<file path="config.mk">
export PLATFORM = sky130hd
export DESIGN_NAME = imem_loader
export DESIGN_NICKNAME = d
export VERILOG_FILES = /design/src/rtl/imem_loader.sv
export SDC_FILE = /design/constraint.sdc
export NUM_CORES = 1
export LEC_CHECK = 0
export ABC_CLOCK_PERIOD_IN_PS = 2500
export CORE_AREA = 2 2 124 126
export CTS_CLUSTER_SIZE = 12
export DETAILED_ROUTE_END_ITERATION = 16
export DIE_AREA = 0 0 126 128
export PLACE_DENSITY = 0.63
export SLEW_MARGIN = 20
export SYNTH_ARGS = -nofsm -noshare
export SYNTH_HDL_FRONTEND = slang
export SYNTH_SLANG_ARGS = --single-unit
</file>
<file path="constraint.sdc">
create_clock -name clk -period 2.5 [get_ports clk]
set_clock_uncertainty 0.1 [all_clocks]
set_input_delay 0.375 -clock clk [delete_from_list [all_inputs] [get_ports clk]]
set_output_delay 0.375 -clock clk [all_outputs]
set_load 0.03 [all_outputs]
</file>
<file path="src/rtl/imem_loader.sv">
// Instruction-memory loader: receives a byte stream (16-bit big-endian word count,
// then big-endian words) and writes each word out. `IMEM_LOADER_CHECKSUM_EN adds a trailing XOR checksum byte.
module imem_loader #(
    parameter int DEPTH_WORDS = 1024
) (
    input  logic        clk,
    input  logic        rst,
    input  logic        start,
    input  logic        rx_valid,
    input  logic [7:0]  rx_data,
    output logic        rx_ready,
    output logic        wr_en,
    output logic [31:0] wr_addr,
    output logic [31:0] wr_data,
    output logic        busy,
    output logic        done,
    output logic        error
);

    typedef enum logic [2:0] {
        IDLE,
        HDR0,
        HDR1,
        DATA,
`ifdef IMEM_LOADER_CHECKSUM_EN
        CHK,
`endif
        DONE
    } state_t;

`ifdef IMEM_LOADER_CHECKSUM_EN
    localparam state_t POST_DATA = CHK;
`else
    localparam state_t POST_DATA = DONE;
`endif

    localparam logic [31:0] DEPTH_LIMIT = 32'(DEPTH_WORDS);

    state_t      state;
    state_t      state_next;
    logic [7:0]  hdr_hi;
    logic [15:0] count_n;
    logic [15:0] word_idx;
    logic [1:0]  byte_cnt;
    logic [23:0] shift;
    logic        accept;
    logic [15:0] n_hdr;
    logic        hdr_overflow;
    logic        last_word;
    logic        idle_like;
`ifdef IMEM_LOADER_CHECKSUM_EN
    logic [7:0]  csum;
`endif

    assign accept       = rx_valid && rx_ready;
    assign n_hdr        = {hdr_hi, rx_data};
    assign hdr_overflow = {16'd0, n_hdr} > DEPTH_LIMIT;
    assign last_word    = (word_idx == (count_n - 16'd1));
    assign idle_like    = (state == IDLE) || (state == DONE);

    always_ff @(posedge clk) begin
        if (rst) begin
            state <= IDLE;
        end else begin
            state <= state_next;
        end
    end

    always_comb begin
        state_next = state;
        case (state)
            IDLE, DONE: begin
                if (start) state_next = HDR0;
            end
            HDR0: begin
                if (accept) state_next = HDR1;
            end
            HDR1: begin
                if (accept) begin
                    if (n_hdr == 16'd0)  state_next = POST_DATA;
                    else if (hdr_overflow) state_next = DONE;
                    else                   state_next = DATA;
                end
            end
            DATA: begin
                if (accept && (byte_cnt == 2'd3) && last_word) state_next = POST_DATA;
            end
`ifdef IMEM_LOADER_CHECKSUM_EN
            CHK: begin
                if (accept) state_next = DONE;
            end
`endif
            default: state_next = IDLE;
        endcase
    end

    always_comb begin
        rx_ready = 1'b0;
        busy     = 1'b0;
        done     = 1'b0;
        case (state)
            HDR0, HDR1, DATA: begin
                rx_ready = 1'b1;
                busy     = 1'b1;
            end
`ifdef IMEM_LOADER_CHECKSUM_EN
            CHK: begin
                rx_ready = 1'b1;
                busy     = 1'b1;
            end
`endif
            DONE: done = 1'b1;
            default: ;
        endcase
    end

    // Word assembly: the first three bytes wait in shift, the fourth completes the write
    always_ff @(posedge clk) begin
        if (rst) begin
            wr_en    <= 1'b0;
            wr_addr  <= 32'd0;
            wr_data  <= 32'd0;
            error    <= 1'b0;
            hdr_hi   <= 8'd0;
            count_n  <= 16'd0;
            word_idx <= 16'd0;
            byte_cnt <= 2'd0;
            shift    <= 24'd0;
`ifdef IMEM_LOADER_CHECKSUM_EN
            csum     <= 8'd0;
`endif
        end else begin
            wr_en <= 1'b0;
            if (idle_like && start) begin
                error    <= 1'b0;
                word_idx <= 16'd0;
                byte_cnt <= 2'd0;
`ifdef IMEM_LOADER_CHECKSUM_EN
                csum     <= 8'd0;
`endif
            end
            if (accept) begin
`ifdef IMEM_LOADER_CHECKSUM_EN
                csum <= csum ^ rx_data;
`endif
                case (state)
                    HDR0: hdr_hi <= rx_data;
                    HDR1: begin
                        count_n <= n_hdr;
                        if (hdr_overflow) error <= 1'b1;
                    end
                    DATA: begin
                        if (byte_cnt == 2'd3) begin
                            wr_en    <= 1'b1;
                            wr_addr  <= {14'd0, word_idx, 2'b00};
                            wr_data  <= {shift, rx_data};
                            word_idx <= word_idx + 16'd1;
                            byte_cnt <= 2'd0;
                        end else begin
                            shift    <= {shift[15:0], rx_data};
                            byte_cnt <= byte_cnt + 2'd1;
                        end
                    end
`ifdef IMEM_LOADER_CHECKSUM_EN
                    CHK: begin
                        if (rx_data != csum) error <= 1'b1;
                    end
`endif
                    default: ;
                endcase
            end
        end
    end

endmodule

</file>
Yosys cells after proc, flatten, opt, wreduce, memory -nomap -nowiden. Index checks and enable logic that the tools add are counted.

Register bits: 119. Input bits: 12. Output and inout bits: 69. Word-level logic and storage cells: 64.

$add $sub $neg: 3. Order comparisons: 1. Eq/ne operators: 10. Multiplexer cells: 22. Bitwise operators: 3. Reductions and logical operators: 15.

Operator list (count): 16-bit two-way mux (4); 3-bit two-way mux (6); 16-bit by 1-bit adder with 16-bit output, second input constant (1); 16-bit == test (1); 16-bit by 11-bit greater-than comparator with 1-bit output, second input constant (1); 16-bit zero test (1); 16-bit by 1-bit subtractor with 16-bit output, second input constant (1); 3-bit one-hot mux with 4 select lines (1); 2-bit two-way mux (4); 2-bit != test, second input constant (4); 1-bit two-way mux (7); 3-bit by 2-bit == test with 1-bit output, second input constant (2); 3-bit AND reduction (2); 3-bit OR reduction (2); 1-bit logical AND (4); 2-bit AND reduction (2); 4-bit AND reduction (1); 3-bit by 1-bit == test with 1-bit output, second input constant (1); 3-bit == test, second input constant (1); 3-bit zero test (1); 1-bit inverter (3); 2-bit by 1-bit adder with 2-bit output, second input constant (1); 2-bit == test, second input constant (1); 2-bit OR reduction (1); 1-bit logical OR (1).

Logic depth before layout (Yosys ltp). Gate-level depths: netlist (run 1).

Word-level depth: 8. Depth in mapped cells: 9. Gate-level depth less buffers: 8.

Worst setup path after synthesis (run 1). No wires, ideal clock.

Path kind: register to register. From: register count_n[0]. To: register state[0]. Setup time: 0.134 ns. Arrival: 2.272 ns. Required time: 2.266 ns. Path slack: -0.005 ns. Cell stages (with the launch flop): 10. Buffers on the path: 1. Clock period less this slack: 2.505 ns. Path through: dfxtp_1 > inv_1 > ha_1 > or3b_2 > buf_2 > nor2_2 > xnor2_1 > or4_4 > a2111oi_2 > o22ai_1.

Longest elaborated chain between the ends: 5.

Ends and longest elaborated chain: start, declared (line 42) `logic [15:0] count_n;`; start signal, assigned (line 149) `count_n <= n_hdr;`; 16-bit by 1-bit subtractor with 16-bit output (line 58) `assign last_word = (word_idx == (count_n - 16'd1));`; 16-bit == test (line 58); 1-bit logical AND (line 86) `if (accept && (byte_cnt == 2'd3) && last_word) state_next = POST_DATA;`; 2-bit != test (no source line); 4-bit AND reduction (no source line); end signal, assigned (line 65) `state <= state_next;`; end, declared (line 39) `state_t state;`.

Every way passes these cells. A chain may end at the register's enable or synchronous reset.

Worst setup path in the final report (run 1).
From: register count_n[4]. To: register state[0].

Same word-level chain as after synthesis.

==> reports/qor.yml, run 1 <==
run_status:
  status: "complete, no violations"
timing:
  min_period_over_period_pct: 99.42
  finalSetupViolCount: 0
  worstMarginPinSlew_ns: 0.5289
  rsz0062_at_grt: "yes"
  fin_ws_ns: 0.01449
  fin_hold_ws_ns: 0.2983
  hold_violations: 0
  setup_tns_ns: 0
  fin_crit_ns: 2.486
  slew_violations: 0
  fmaxAchievable_ghz: 0.4023
  slew_headroom_pct: 64.66
floorplan:
  coreArea_um2: 14860
  die_x_um: 126
  rows: 45
  die-area_um2: 16130
  start_util_pct: 34.34
  io_pins: 81
  die_y_um: 128
critical_path:
  reg2reg_setup_slack_ns: 0.01
  critPathLaunch: "count_n[4]$_SDFFE_PP0P_"
  regToRegEndpoint: "state[0]$_SDFFE_PP0P_"
  r2r-start: "count_n[4]$_SDFFE_PP0P_"
  start_kind: "register"
  crit_fanout: 6
  critical_path_class: "register to register"
  worstPathRequired_ns: 2.68
  worstSetupEndpointType: "register"
  ff2ff_path_depth: 7
  critPathArrivalTime_ns: 2.66
  endpoint: "state[0]$_SDFFE_PP0P_"
power_and_ir_drop:
  p_total_uw: 4993
  power_density_nw_per_um2: 727.2
  leakagePower_uw: 0.002402
  ir_drop_uv: 447.4
cells_and_area:
  final_common_cell: "nand2_1"
  fin_nets: 759
  area_growth_pct: 34.54
  final_cell_mix: "nand2_1, dfxtp_1, a21oi_1, clkdlybuf4s50_1, buf_4"
  num-fill-cells: 1488
  diodes: 0
  drive_above_1_share_pct: 14.27
  fin_area_um2: 6867
synthesis:
  ys_seq_area_share_pct: 46.68
  synth_top_flop_cell: "dfxtp_1"
  async_reset_ff_share_pct: 0
  synth_edf_count: 0
  ys_seq_elements: 119
  synth_cells: 657
  avgSynthCellArea_um2: 7.768
  syn-cell-area_um2: 5104
  synth_cell_type_count: 49
  ys_warn_count: 0
route:
  dr_total_vias: 4622
  route.detailed.drc: 0
  firstDrtPassIters: 5
  ant_nets: 0
  drt_wl_total_mm: 13.24
  wl_per_cell_um: 14.01
  drt_iter0_drc: 238
  via_per_inst: 4.891
placement:
  dpl_cell_area_um2: 6128
  place_ws_ns: -0.1196
  post-dp-hpwl_mm: 9.067
  place_congestion: 0.8367
  io_buffers: 64
clock_network:
  clk_pin_slew_ns: 0.06
  root_buffer: "clkbuf_16"
  cts_buffers: 17
  clock-sinks: 119
  clk_path_buf_depth: 2
  clock_latency_ns: 0.41
  cts_tree: "done"
  htree_num_levels: 4
min_path:
  hold_class: "input port to register"
  min_path_cells: 2
global_route:
  grt-ovfl-total: 0
  groute.usage.overall_pct: 16.93
  grt_max_degree: 43
  grt_pass1_vias: 4306
  grt_pass1_wl_mm: 21.86
  antenna_found_initial: 0
run:
  max_cap_viol_count: 0
## stage by stage
step	instances	util [%]
5_1_grt	945	46.20
6_report	945	46.20
3_3_place_gp	910	41.23
4_1_cts	944	45.84
2_1_floorplan	672	-
3_5_place_dp	910	41.23
## cells in the mapped netlist, types with 3 or more instances
cell type / number / share of area, %
a21oi_1: 112 / 11
and2_1: 3 / 0.37
and3_1: 3 / 0.37
and4_1: 4 / 0.69
buf_4: 17 / 2.5
clkbuf_1: 39 / 2.9
dfxtp_1: 119 / 47
ha_1: 3 / 0.74
inv_1: 5 / 0.37
mux2_2: 4 / 0.88
nand2_1: 208 / 15
nand3_1: 12 / 1.2
nand3b_1: 3 / 0.44
nand4_1: 6 / 0.74
nor2_1: 22 / 1.6
nor3_1: 11 / 1.1
nor4_1: 9 / 1.1
o211ai_1: 4 / 0.59
o21a_1: 3 / 0.44
o21ai_0: 4 / 0.39
o22ai_1: 3 / 0.37
or3_1: 6 / 0.74
xnor2_1: 16 / 2.7
xor2_1: 7 / 1.2
## layer usage
metal | GRT usage [%] | vias up | part of all wire (%)
li1 | - | 2359 | -
met1 | 23.11 | 2123 | 49
met2 | 24.73 | 128 | 43
met3 | 5.843 | 12 | 5.9
met4 | 6.270 | 0 | 2.0
met5 | 0 | - | 0
## how the worst min path moves through the flow
stage,start,to,slack (ns)
finish,rst,word_idx[4]$_SDFF_PP0_,0.30
global placement,wr_addr[11]$_SDFFE_PP0P_,wr_addr[11]$_SDFFE_PP0P_,0.34
floorplan,shift[16]$_SDFFE_PP0P_,wr_data[24]$_SDFFE_PP0P_,0.33
CTS,rst,word_idx[4]$_SDFF_PP0_,0.28
global route,rst,word_idx[4]$_SDFF_PP0_,0.31
detailed placement,shift[22]$_SDFFE_PP0P_,shift[22]$_SDFFE_PP0P_,0.35
## cell type report
cell class	count	area, um2	share of cell area (%)
Clock buffer	19	452.9	6.596
Clock inverter	13	192.7	2.806
Inverter	5	18.77	0.2733
Multi-Input combinational cell	488	2519	36.68
Sequential cell	119	2385	34.73
Tap cell	188	235.2	3.426
Timing Repair Buffer	113	1064	15.49
## cells by family (layout without fill, tap and decap cells)
| group | after synthesis | in the layout | share of synthesized area, % |
|---|---|---|---|
| and+or+nand+nor | 306 | 306 | 26.77 |
| AOI/OAI and AO/OA | 135 | 135 | 14.34 |
| DFF | 119 | 119 | 46.68 |
| buffers and inverters | 65 | 150 | 6.374 |
| xor gates and xnor gates | 23 | 23 | 3.947 |
| muxes | 5 | 5 | 1.079 |
| adders and majority gates | 3 | 3 | 0.7356 |
| other | 1 | 16 | 0.07348 |
## power breakdown
group          internal, uW  switching [uW]  total [uW]  leakage [uW]
logic                   171             249         419       0.00113
clock network          1730             908        2640      0.000311
registers              1920            16.9        1930      0.000960
total                  3820            1170        4990       0.00240
## registers in the layout, indices dropped and copies added, names as in the netlist
| signal | count |
|---|---|
| error | 1 |
| wr_en | 1 |
| shift | 24 |
| count_n | 16 |
| byte_cnt | 2 |
| state | 3 |
| hdr_hi | 8 |
| wr_addr | 16 |
| word_idx | 16 |
| wr_data | 32 |
## timing repair
action	CTS	global route
pin swaps	3	7
buffers inserted	2	2
hold buffers	0	0
setup endpoints to repair	3	3
resized for setup	3	13
## critical path, stage by stage (launching register included)
cell       delay, ns
dfxtp_1         0.31
or4_4           0.57
buf_12          0.16
nor2_2          0.11
xnor2_1         0.07
or4_4           0.50
a2111oi_4       0.41
o22ai_1         0.14
Power figures use the tool's default switching activity.
==> run 2: changes to the inputs <==
--- a/config.mk
+++ b/config.mk
@@ -6,11 +6,13 @@
 export NUM_CORES = 1
 export LEC_CHECK = 0
 export ABC_CLOCK_PERIOD_IN_PS = 2500
+export CAP_MARGIN = 15
 export CORE_AREA = 2 2 124 126
 export CTS_CLUSTER_SIZE = 12
 export DETAILED_ROUTE_END_ITERATION = 16
 export DIE_AREA = 0 0 126 128
 export PLACE_DENSITY = 0.63
+export REMOVE_ABC_BUFFERS = 1
 export SLEW_MARGIN = 20
 export SYNTH_ARGS = -nofsm -noshare
 export SYNTH_HDL_FRONTEND = slang
==> reports/qor.yml, run 2 (same netlist as run 1, synthesis figures left out) <==
run_status:
  status: "complete, no violations"
floorplan:
  io_pins: 81
  rows: 45
  coreArea_um2: 14860
  start_util_pct: 34.34
  die_x_um: 126
  die_y_um: 128
  die-area_um2: 16130
placement:
  io_buffers: 64
  place_ws_ns: -0.1432
  post-dp-hpwl_mm: 8.311
  place_congestion: 0.8153
timing:
  slew_violations: 0
  rsz0062_at_grt: "yes"
  fmaxAchievable_ghz: 0.4100
  min_period_over_period_pct: 97.56
  finalSetupViolCount: 0
  fin_hold_ws_ns: 0.2595
  setup_tns_ns: 0
  fin_ws_ns: 0.06097
  hold_violations: 0
  slew_headroom_pct: 60.64
  fin_crit_ns: 2.439
  worstMarginPinSlew_ns: 0.5889
cells_and_area:
  largest_reg_flops: 32
  area_growth_pct: 36.06
  regArea_um2: 2384
  fin_nets: 759
  multi_input_area_um2: 2582
  final_common_cell: "nand2_1"
  largest-register: "wr_data"
  largestRegisters: "wr_data: 32 flops, shift: 24 flops"
  final_cell_mix: "nand2_1, dfxtp_1, a21oi_1, clkdlybuf4s50_1, buf_4"
  num-fill-cells: 1473
  drive_above_1_share_pct: 14.66
  diodes: 0
route:
  firstDrtPassIters: 4
  route.detailed.drc: 0
  dr_total_vias: 4562
  via_per_inst: 4.828
  drt_iter0_drc: 303
  drt_wl_total_mm: 12.72
  ant_nets: 0
  wl_per_cell_um: 13.46
power_and_ir_drop:
  power_frac_comb_pct: 8.5
  intPower_uw: 3924
  sw_frac_of_total_pct: 23.33
  seqPwrFrac_pct: 37.7
  ir_drop_uv: 496.7
  p_total_uw: 5118
  clkPwrFrac_pct: 53.7
  leakagePower_uw: 0.002421
  p_sw_uw: 1194
  power_density_nw_per_um2: 737.0
critical_path:
  slowest_stage: "or4_4"
  critical_path_class: "register to register"
  crit_fanout: 7
  worstPathCellList: "or4_4, buf_6, nor4_4, xnor2_1, a211o_1, a2111oi_4, buf_4, o22ai_1"
  critPathArrivalTime_ns: 2.63
  start_kind: "register"
  worstPathRequired_ns: 2.69
  worstSetupEndpointType: "register"
  cpPeakStageDelay_ns: 0.61
clock_network:
  clk_path_buf_depth: 2
  cts_buffers: 17
  clk_pin_slew_ns: 0.06
  holdBufCountCts: 0
  cts_tree: "done"
  root_buffer: "clkbuf_16"
  htree_num_levels: 4
  clock_latency_ns: 0.42
  clock-sinks: 119
global_route:
  groute.usage.overall_pct: 15.97
  grt-ovfl-total: 0
  grt_pass1_wl_mm: 20.71
  grt_pass1_vias: 4133
  grt_max_degree: 70
  antenna_found_initial: 0
min_path:
  hold_class: "input port to register"
run:
  max_cap_viol_count: 0
==> run 2: cell count changes in the layout (fill, tap and decap cells not counted), moves of 2 or more <==
cell    before  now
inv_1        3    5
inv_2        2    0
nor4_1       8    5
nor4_4       1    4
==> run 2: power groups by stage <==
| stage | Sequential, uW | Combinational [uW] | Clock (uW) |
|---|---|---|---|
| global route | 1930 | 475 | 2890 |
| CTS | 1930 | 397 | 2790 |
| detailed placement | 1970 | 383 | 0 |
| finish | 1930 | 437 | 2750 |
| floorplan | 1970 | 205 | 0 |
| global placement | 1970 | 381 | 0 |
==> run 2: worst paths after layout <==
| check | start | slack, ns | to | cells after the start |
|---|---|---|---|---|
| max reg2reg | count_n[5]$_SDFFE_PP0P_ | 0.06 | state[0]$_SDFFE_PP0P_ | 8 |
| max | count_n[5]$_SDFFE_PP0P_ | 0.06 | state[0]$_SDFFE_PP0P_ | 8 |
| min reg2reg | shift[20]$_SDFFE_PP0P_ | 0.35 | wr_data[28]$_SDFFE_PP0P_ | 2 |
| min | rst | 0.26 | wr_data[24]$_SDFFE_PP0P_ | 2 |
==> run 2: through the flow <==
stage / cells / instance area (um2) / util [%]
2_1_floorplan: 612 / 4853 / -
3_3_place_gp: 909 / 6111 / 41.11
3_5_place_dp: 909 / 6111 / 41.11
4_1_cts: 941 / 6819 / 45.88
5_1_grt: 945 / 6944 / 46.72
6_report: 945 / 6944 / 46.72
==> run 2: final cells by class <==
type                            count  area share, %
Clock buffer                       19          6.523
Clock inverter                     13          3.117
Inverter                            5         0.2703
Tap cell                          188          3.387
Sequential cell                   119          34.32
Timing Repair Buffer              113          15.19
Multi-Input combinational cell    488          37.19
==> run 2: layer usage <==
layer | wire length (um) | vias up | GRT usage (%)
met2 | 5964 | 80 | 24.98
li1 | - | 2355 | -
met1 | 6048 | 2112 | 21.45
met5 | 0 | - | 0
met4 | 165 | 0 | 4.913
met3 | 541 | 15 | 4.549
==> run 2: worst max-delay path: cells and delay by family, from the launching register on <==
family                    cells  cell delay [ns]
DFF                           1             0.31
buffers and inverters         2             0.33
and+or+nand+nor               2             0.88
xor gates and xnor gates      1             0.10
AOI/OAI and AO/OA             3             0.60
==> run 2: what timing repair did <==
action                                 in CTS  in global routing
endpoints found under the hold margin       0                  0
setup endpoints to repair                   3                  3
pin swaps                                   5                  7
resized for setup                           7                 19
setup buffers                               0                  4
